## config.mk

```make
export PLATFORM = sky130hd
export DESIGN_NAME = lsu_bus_master_flat
export DESIGN_NICKNAME = d
export VERILOG_FILES = /design/src/rtl/lsu_bus_master_if.sv /design/src/rtl/lsu_bus_master.sv /design/src/flat_wrapper.sv
export SDC_FILE = /design/constraint.sdc
export NUM_CORES = 1
export LEC_CHECK = 0
export BUFFER_PORTS_ARGS = -buffer_cell sky130_fd_sc_hd__buf_2
export CORE_ASPECT_RATIO = 1.1
export CORE_MARGIN = 2
export CORE_UTILIZATION = 50
export CTS_CLUSTER_DIAMETER = 60
export CTS_CLUSTER_SIZE = 40
export DETAILED_ROUTE_END_ITERATION = 7
export PLACE_DENSITY = 0.81
export SYNTH_ARGS = -nofsm -noshare
export SYNTH_HDL_FRONTEND = slang
export SYNTH_SLANG_ARGS = --single-unit
```

## constraint.sdc

```tcl
create_clock -name clk -period 2.65 [get_ports clk]
set_input_delay 0.265 -clock clk [delete_from_list [all_inputs] [get_ports clk]]
set_output_delay 0.265 -clock clk [all_outputs]
set_load 0.005 [all_outputs]
```

## src/rtl/lsu_bus_master_if.sv

```systemverilog
// Bundles the CPU request/response handshake and the word-wide data port of the LSU.
// The master modport is the LSU side; the slave modport is the CPU/memory side.
interface lsu_bus_master_if;
   logic        req_valid;
   logic        req_ready;
   logic        req_we;
   logic [1:0]  req_size;
   logic        req_unsigned;
   logic [31:0] req_addr;
   logic [31:0] req_wdata;
   logic        resp_valid;
   logic [31:0] resp_rdata;
   logic        resp_misalign;
   logic [31:0] data_raddr;
   logic        data_re;
   logic [31:0] data_rdata;
   logic [31:0] data_waddr;
   logic        data_we;
   logic [31:0] data_wdata;

   modport master (
      input  req_valid, req_we, req_size, req_unsigned, req_addr, req_wdata, data_rdata,
      output req_ready, resp_valid, resp_rdata, resp_misalign,
      output data_raddr, data_re, data_waddr, data_we, data_wdata
   );

   modport slave (
      output req_valid, req_we, req_size, req_unsigned, req_addr, req_wdata, data_rdata,
      input  req_ready, resp_valid, resp_rdata, resp_misalign,
      input  data_raddr, data_re, data_waddr, data_we, data_wdata
   );
endinterface

```

## src/rtl/lsu_bus_master.sv

```systemverilog
// Load/store initiator: aligned word accesses with lane extraction for loads and
// read-modify-write for byte/half stores, since the data port has no byte strobes.
module lsu_bus_master (
   input logic              clk,
   input logic              rst_n,
   lsu_bus_master_if.master bus
);

   typedef enum logic [1:0] {StIdle, StLoad, StRmwRd, StWrite} state_e;

   state_e      state_q;
   logic        uns_q;
   logic [1:0]  size_q;
   logic [1:0]  lane_q;
   logic [31:0] waddr_q;
   logic [15:0] wlo_q;
   logic [31:0] wbuf_q;
   logic        resp_valid_q;
   logic        resp_misalign_q;
   logic [31:0] resp_rdata_q;
   logic        data_re_q;
   logic        data_we_q;

   logic        req_bad;
   logic [4:0]  shamt;
   logic [31:0] shifted;
   logic [31:0] load_ext;
   logic [31:0] lane_mask;
   logic [31:0] merged;

   always_comb begin
      req_bad = (bus.req_size == 2'b11) ||
                (bus.req_size == 2'b01 && bus.req_addr[0]) ||
                (bus.req_size == 2'b10 && bus.req_addr[1:0] != 2'b00);

      // Accepted accesses are naturally aligned, so one byte-granular shift serves all sizes.
      shamt   = {lane_q, 3'b000};
      shifted = bus.data_rdata >> shamt;

      load_ext = shifted;
      unique case (size_q)
         2'b00:   load_ext = {{24{~uns_q & shifted[7]}}, shifted[7:0]};
         2'b01:   load_ext = {{16{~uns_q & shifted[15]}}, shifted[15:0]};
         default: load_ext = shifted;
      endcase

      lane_mask = (size_q == 2'b00) ? (32'h0000_00FF << shamt) : (32'h0000_FFFF << shamt);
      merged    = (bus.data_rdata & ~lane_mask) | (({16'h0, wlo_q} << shamt) & lane_mask);
   end

   always_ff @(posedge clk or negedge rst_n) begin
      if (!rst_n) begin
         state_q         <= StIdle;
         uns_q           <= 1'b0;
         size_q          <= 2'b00;
         lane_q          <= 2'b00;
         waddr_q         <= 32'h0;
         wlo_q           <= 16'h0;
         wbuf_q          <= 32'h0;
         resp_valid_q    <= 1'b0;
         resp_misalign_q <= 1'b0;
         resp_rdata_q    <= 32'h0;
         data_re_q       <= 1'b0;
         data_we_q       <= 1'b0;
      end else begin
         resp_valid_q    <= 1'b0;
         resp_misalign_q <= 1'b0;
         unique case (state_q)
            StIdle: begin
               if (bus.req_valid) begin
                  uns_q        <= bus.req_unsigned;
                  size_q       <= bus.req_size;
                  lane_q       <= bus.req_addr[1:0];
                  waddr_q      <= {bus.req_addr[31:2], 2'b00};
                  wlo_q        <= bus.req_wdata[15:0];
                  resp_rdata_q <= 32'h0;
                  if (req_bad) begin
                     resp_valid_q    <= 1'b1;
                     resp_misalign_q <= 1'b1;
                  end else if (!bus.req_we) begin
                     state_q   <= StLoad;
                     data_re_q <= 1'b1;
                  end else if (bus.req_size == 2'b10) begin
                     state_q   <= StWrite;
                     wbuf_q    <= bus.req_wdata;
                     data_we_q <= 1'b1;
                  end else begin
                     state_q   <= StRmwRd;
                     data_re_q <= 1'b1;
                  end
               end
            end
            StLoad: begin
               state_q      <= StIdle;
               data_re_q    <= 1'b0;
               resp_rdata_q <= load_ext;
               resp_valid_q <= 1'b1;
            end
            StRmwRd: begin
               state_q   <= StWrite;
               data_re_q <= 1'b0;
               data_we_q <= 1'b1;
               wbuf_q    <= merged;
            end
            StWrite: begin
               state_q      <= StIdle;
               data_we_q    <= 1'b0;
               resp_rdata_q <= 32'h0;
               resp_valid_q <= 1'b1;
            end
         endcase
      end
   end

   assign bus.req_ready     = (state_q == StIdle);
   assign bus.resp_valid    = resp_valid_q;
   assign bus.resp_misalign = resp_misalign_q;
   assign bus.resp_rdata    = resp_rdata_q;
   assign bus.data_raddr    = waddr_q;
   assign bus.data_waddr    = waddr_q;
   assign bus.data_re       = data_re_q;
   assign bus.data_we       = data_we_q;
   assign bus.data_wdata    = wbuf_q;

endmodule

```

## src/flat_wrapper.sv

```systemverilog
// flat-port wrapper written by rule: the top's interface ports become plain ports
module lsu_bus_master_flat 
  (clk, rst_n, bus_req_valid, bus_req_we, bus_req_size, bus_req_unsigned, bus_req_addr, bus_req_wdata, bus_data_rdata, bus_req_ready, bus_resp_valid, bus_resp_rdata, bus_resp_misalign, bus_data_raddr, bus_data_re, bus_data_waddr, bus_data_we, bus_data_wdata);
  lsu_bus_master_if bus_i ();
  input logic clk;
  input logic rst_n;
  input wire logic [$bits(bus_i.req_valid)-1:0] bus_req_valid;
  input wire logic [$bits(bus_i.req_we)-1:0] bus_req_we;
  input wire logic [$bits(bus_i.req_size)-1:0] bus_req_size;
  input wire logic [$bits(bus_i.req_unsigned)-1:0] bus_req_unsigned;
  input wire logic [$bits(bus_i.req_addr)-1:0] bus_req_addr;
  input wire logic [$bits(bus_i.req_wdata)-1:0] bus_req_wdata;
  input wire logic [$bits(bus_i.data_rdata)-1:0] bus_data_rdata;
  output wire logic [$bits(bus_i.req_ready)-1:0] bus_req_ready;
  output wire logic [$bits(bus_i.resp_valid)-1:0] bus_resp_valid;
  output wire logic [$bits(bus_i.resp_rdata)-1:0] bus_resp_rdata;
  output wire logic [$bits(bus_i.resp_misalign)-1:0] bus_resp_misalign;
  output wire logic [$bits(bus_i.data_raddr)-1:0] bus_data_raddr;
  output wire logic [$bits(bus_i.data_re)-1:0] bus_data_re;
  output wire logic [$bits(bus_i.data_waddr)-1:0] bus_data_waddr;
  output wire logic [$bits(bus_i.data_we)-1:0] bus_data_we;
  output wire logic [$bits(bus_i.data_wdata)-1:0] bus_data_wdata;
  assign bus_i.req_valid = bus_req_valid;
  assign bus_i.req_we = bus_req_we;
  assign bus_i.req_size = bus_req_size;
  assign bus_i.req_unsigned = bus_req_unsigned;
  assign bus_i.req_addr = bus_req_addr;
  assign bus_i.req_wdata = bus_req_wdata;
  assign bus_i.data_rdata = bus_data_rdata;
  assign bus_req_ready = bus_i.req_ready;
  assign bus_resp_valid = bus_i.resp_valid;
  assign bus_resp_rdata = bus_i.resp_rdata;
  assign bus_resp_misalign = bus_i.resp_misalign;
  assign bus_data_raddr = bus_i.data_raddr;
  assign bus_data_re = bus_i.data_re;
  assign bus_data_waddr = bus_i.data_waddr;
  assign bus_data_we = bus_i.data_we;
  assign bus_data_wdata = bus_i.data_wdata;
  lsu_bus_master u_core (.clk(clk), .rst_n(rst_n), .bus(bus_i));
endmodule
```

==> flow_summary.rst <==
.. list-table::
   :header-rows: 1

   * - Metric
     - Value
   * - Combinational family with the most area after synthesis
     - multiplexers
   * - Share of cells above drive strength 1
     - 0.463
   * - Total placed instance area
     - 7500 um2
   * - Post-CTS Setup Repair Bufs
     - 0
   * - Actual transition at the worst max-transition pin
     - 1.01 ns
   * - Sequential element share of the synthesized area
     - 0.472
   * - CP required
     - 2.95 ns
   * - Skew-Pair Late Insertion Delay
     - 0.42 ns
   * - Critical Path Slowest Stage Cell
     - sky130_fd_sc_hd__o41a_1
   * - Die width
     - roughly 110 um
   * - Reg clk slew, reported paths
     - roughly 0.06 ns
   * - Critical Path End Type
     - flop
   * - Port Buf Inserts
     - 231
   * - Area delta synth->final
     - 26.9%
   * - CTS H-tree lvls
     - 4
   * - Final hold viol count
     - 0
   * - Synthesized-area fraction occupied by xor and xnor cells
     - 0
   * - Area fraction in compound gates after synthesis
     - 0.146
   * - Final std cell area, no fill
     - 8130 um2
   * - Syn Inst Count
     - just under 600
   * - Largest net degree at the start of global routing
     - 69
   * - Full die area
     - approximately 14,000 um2
   * - Wire length of the first global-routing pass
     - ~28,000 um
   * - Total wire length after detailed routing
     - 18,200 um
   * - Maximum count of clock buffers along a single path
     - 2
   * - Maximum clock rate
     - 423 MHz
   * - Critical path, cell by cell
     - inv_1 -> ha_1 -> nand2b_1 -> o41a_1 -> a311oi_1 -> a21o_1
   * - Antenna violations before repair
     - 1
   * - Critical Path Fanout Max
     - 24
   * - Global route overflow
     - 0
   * - Filler Cells Inserted
     - 1,018
   * - CTS tree
     - done
   * - Detailed-route DRC error count
     - 0
   * - Estimated wirelength of the detail-placed design
     - 13,700 um
   * - Power per cell area
     - 1250 nW/um2
   * - Number of warnings issued by yosys
     - 0
   * - Largest delay share family, worst path
     - compound AO/OA/AOI/OAI gates
   * - Mux contribution to synthesized area
     - 0.217
   * - Worst setup path category
     - reg -> reg
   * - Most frequent cells in the layout
     - sky130_fd_sc_hd__buf_2 (230), sky130_fd_sc_hd__dfrtp_1 (119), sky130_fd_sc_hd__mux2_2 (74), sky130_fd_sc_hd__mux2i_1 (51), sky130_fd_sc_hd__o21ai_0 (37)
   * - Setup repair after global routing missed its margin
     - no
   * - Number of vias per cell after detailed routing
     - 5.65
   * - Routability cong.
     - 0.900
   * - Cell at the root of the clock tree
     - sky130_fd_sc_hd__clkbuf_16
   * - Number of buffers added by the clock tree synthesis step
     - 17
   * - Adder-cell area share of the yosys netlist
     - 0.00976
   * - Relative slew slack
     - 0.329
   * - Library cells used by synthesis
     - 38
   * - Average footprint of a synthesized cell
     - 11.1 um2
   * - Number of global-route vias before repair
     - 5,305
   * - Worst setup SP type
     - flop
   * - Number of detailed-routing iterations run before antenna repair
     - 5
   * - Run status
     - finished clean
   * - Commonest non-fill, non-tap cell in the layout
     - sky130_fd_sc_hd__buf_2
   * - Total number of nets in the final design
     - 887
   * - Final clock skew
     - 0.00811 ns
   * - Post-route clock period utilization
     - 0.893
   * - Class of the most critical hold timing path
     - in -> reg
   * - Minimum clock period after layout
     - 2.37 ns
   * - Final TNS setup
     - 0 ns
   * - Worst Path Buf+Inv
     - 1
   * - Flip-flop and latch count after synthesis
     - 121
   * - Clock net sink count
     - ~120
   * - Gr usage total
     - 0.264
   * - Core box area
     - about 13,000 um2
   * - Effective utilization at floorplan
     - 0.509
   * - First DRT Iteration DRCs
     - 349
   * - WP data arrival
     - 2.67 ns
   * - Worst voltage drop across the vdd grid
     - 0.665 mV
   * - Stage delay of the slowest cell on the critical path
     - 0.86 ns
   * - Vias post-DR
     - around 5,400
   * - Leakage Power
     - 0.00401 uW
   * - Simple-Gate Fraction of Synth Area
     - 0.0794
   * - Routed len/inst
     - about 19 um
   * - Number of max-capacitance violations reported
     - 0
   * - Final number of max-transition violations
     - 0
   * - Number of endpoints failing setup at the final stage
     - 0
   * - I/O pin count
     - 236
   * - Mapped Area
     - 6410 um2
   * - Number of diodes added for antenna fixing
     - 0
   * - Core Rows
     - 43
   * - Number of antenna-violating nets in the routed design
     - 0
   * - Die Ht
     - 123 um
==> cell usage after synthesis <==
cell / n / share of area
sky130_fd_sc_hd__nand3b_1: 18 / 0.021
sky130_fd_sc_hd__or2_2: 1 / 0.00098
sky130_fd_sc_hd__nand2_1: 35 / 0.020
sky130_fd_sc_hd__nor3_1: 4 / 0.0031
sky130_fd_sc_hd__mux2_2: 74 / 0.13
sky130_fd_sc_hd__conb_1: 1 / 0.00058
sky130_fd_sc_hd__buf_4: 36 / 0.042
sky130_fd_sc_hd__dfrtp_1: 121 / 0.47
sky130_fd_sc_hd__a21oi_1: 25 / 0.020
sky130_fd_sc_hd__clkbuf_1: 16 / 0.0094
sky130_fd_sc_hd__o41ai_4: 1 / 0.0043
sky130_fd_sc_hd__o21ai_1: 25 / 0.020
sky130_fd_sc_hd__o21ai_0: 37 / 0.029
sky130_fd_sc_hd__a21o_1: 8 / 0.0094
sky130_fd_sc_hd__o211ai_1: 11 / 0.013
sky130_fd_sc_hd__nor4bb_1: 1 / 0.0016
sky130_fd_sc_hd__nand2b_1: 2 / 0.0020
sky130_fd_sc_hd__nand2_2: 2 / 0.0020
sky130_fd_sc_hd__mux4_2: 2 / 0.0070
sky130_fd_sc_hd__o211ai_2: 1 / 0.0020
sky130_fd_sc_hd__nor2b_1: 9 / 0.0088
sky130_fd_sc_hd__nor3b_2: 2 / 0.0039
sky130_fd_sc_hd__buf_2: 12 / 0.0094
sky130_fd_sc_hd__clkbuf_2: 1 / 0.00078
sky130_fd_sc_hd__buf_6: 1 / 0.0018
sky130_fd_sc_hd__o22a_1: 8 / 0.011
sky130_fd_sc_hd__a221o_1: 16 / 0.025
sky130_fd_sc_hd__nor2_1: 21 / 0.012
sky130_fd_sc_hd__or4_1: 1 / 0.0012
sky130_fd_sc_hd__o41a_1: 1 / 0.0018
sky130_fd_sc_hd__and3b_1: 1 / 0.0014
sky130_fd_sc_hd__nand3_1: 1 / 0.00078
sky130_fd_sc_hd__a311oi_1: 8 / 0.011
sky130_fd_sc_hd__inv_1: 14 / 0.0082
sky130_fd_sc_hd__o21bai_1: 1 / 0.0012
sky130_fd_sc_hd__buf_1: 6 / 0.0035
sky130_fd_sc_hd__ha_1: 5 / 0.0098
sky130_fd_sc_hd__mux2i_1: 51 / 0.080
==> area by class of cell <==
cell class | instances | area, um2 | share of cell area
well taps | 157 | 196 | 0.0242
clock inverters | 13 | 169 | 0.0208
flip-flops and latches | 121 | 3030 | 0.373
multi-input cells | 376 | 2920 | 0.359
clock buffers | 19 | 453 | 0.0557
repair buffers | 249 | 1310 | 0.161
inverters | 14 | 52.6 | 0.00646
==> worst register-to-register path: stages, from the launching register on <==
cell                       delay (ns)
sky130_fd_sc_hd__dfrtp_1         0.41
sky130_fd_sc_hd__inv_1           0.13
sky130_fd_sc_hd__ha_1            0.27
sky130_fd_sc_hd__nand2b_1        0.25
sky130_fd_sc_hd__o41a_1          0.86
sky130_fd_sc_hd__a311oi_1        0.12
sky130_fd_sc_hd__a21o_1          0.20
==> state kept, by name, indices dropped and copies added, names as in the netlist, 2 cells and up <==
register and cells:
u_core.bus.resp_rdata 32, u_core.bus.data_raddr 30, u_core.size_q 2, u_core.bus.data_wdata 32
u_core.wlo_q 16, u_core.lane_q 2, u_core.state_q 2
==> path summary, 6_finish.rpt <==
kind | startpoint | to | slack (ns) | cells after the start
max in group asynchronous | rst_n | u_core.bus.data_raddr[17]$_DFFE_PN0P_ | 1.48 | 3
worst min register to register | u_core.bus.data_wdata[3]$_DFFE_PN0P_ | u_core.bus.data_wdata[3]$_DFFE_PN0P_ | 0.47 | 1
worst max-delay path | u_core.state_q[0]$_DFFE_PN0P_ | u_core.bus.data_wdata[3]$_DFFE_PN0P_ | 0.28 | 6
worst min-delay path | bus_req_addr[2] | u_core.bus.data_raddr[2]$_DFFE_PN0P_ | 0.08 | 2
worst max register to register | u_core.state_q[0]$_DFFE_PN0P_ | u_core.bus.data_wdata[3]$_DFFE_PN0P_ | 0.28 | 6
min in group asynchronous | rst_n | u_core.bus.data_raddr[19]$_DFFE_PN0P_ | 0.45 | 2
==> through the flow <==
| stage | utilization | worst slack [ns] | power, uW | hold WS (ns) | cells |
|---|---|---|---|---|---|
| finish | 0.646 | 0.284 | 10100 | 0.0811 | 949 |
| floorplan | - | 0.689 | 6260 | -0.0306 | 583 |
| CTS | 0.646 | 0.315 | 10200 | 0.0683 | 949 |
| global route | 0.646 | 0.121 | 10800 | 0.0713 | 949 |
| global placement | 0.596 | 0.495 | 7550 | 0.354 | 916 |
| detailed placement | 0.596 | 0.354 | 7720 | 0.358 | 916 |
==> kinds of logic (layout without fill, tap and decap cells) <==
kind of cell / Yosys count / count (layout)
mux: 127 / 127
fa+ha+maj: 5 / 5
simple gates: 98 / 98
flops: 121 / 121
other cells: 1 / 4
buf+inv: 86 / 295
compound gates: 142 / 142
==> per-layer routing <==
layer  part of all wire  global-route usage  vias up
met2               0.49               0.444      259
met5            0.00066                   0        -
met4              0.023               0.103        2
li1                   -                   -     2461
met1               0.41               0.330     2609
met3              0.080              0.0662       29
==> timing repair <==
action,in CTS,in global routing
gates resized for setup,0,0
hold buffers,1,0
hold endpoints to repair,49,0
==> report_power, final <==
part / total (uW) / internal [uW] / leakage, uW / switching [uW]
combinational: 4370 / 2170 / 0.00223 / 2200
sequential: 3360 / 2700 / 0.00148 / 660
clock: 2400 / 1540 / 0.000292 / 866
Power figures use the tool's default switching activity.
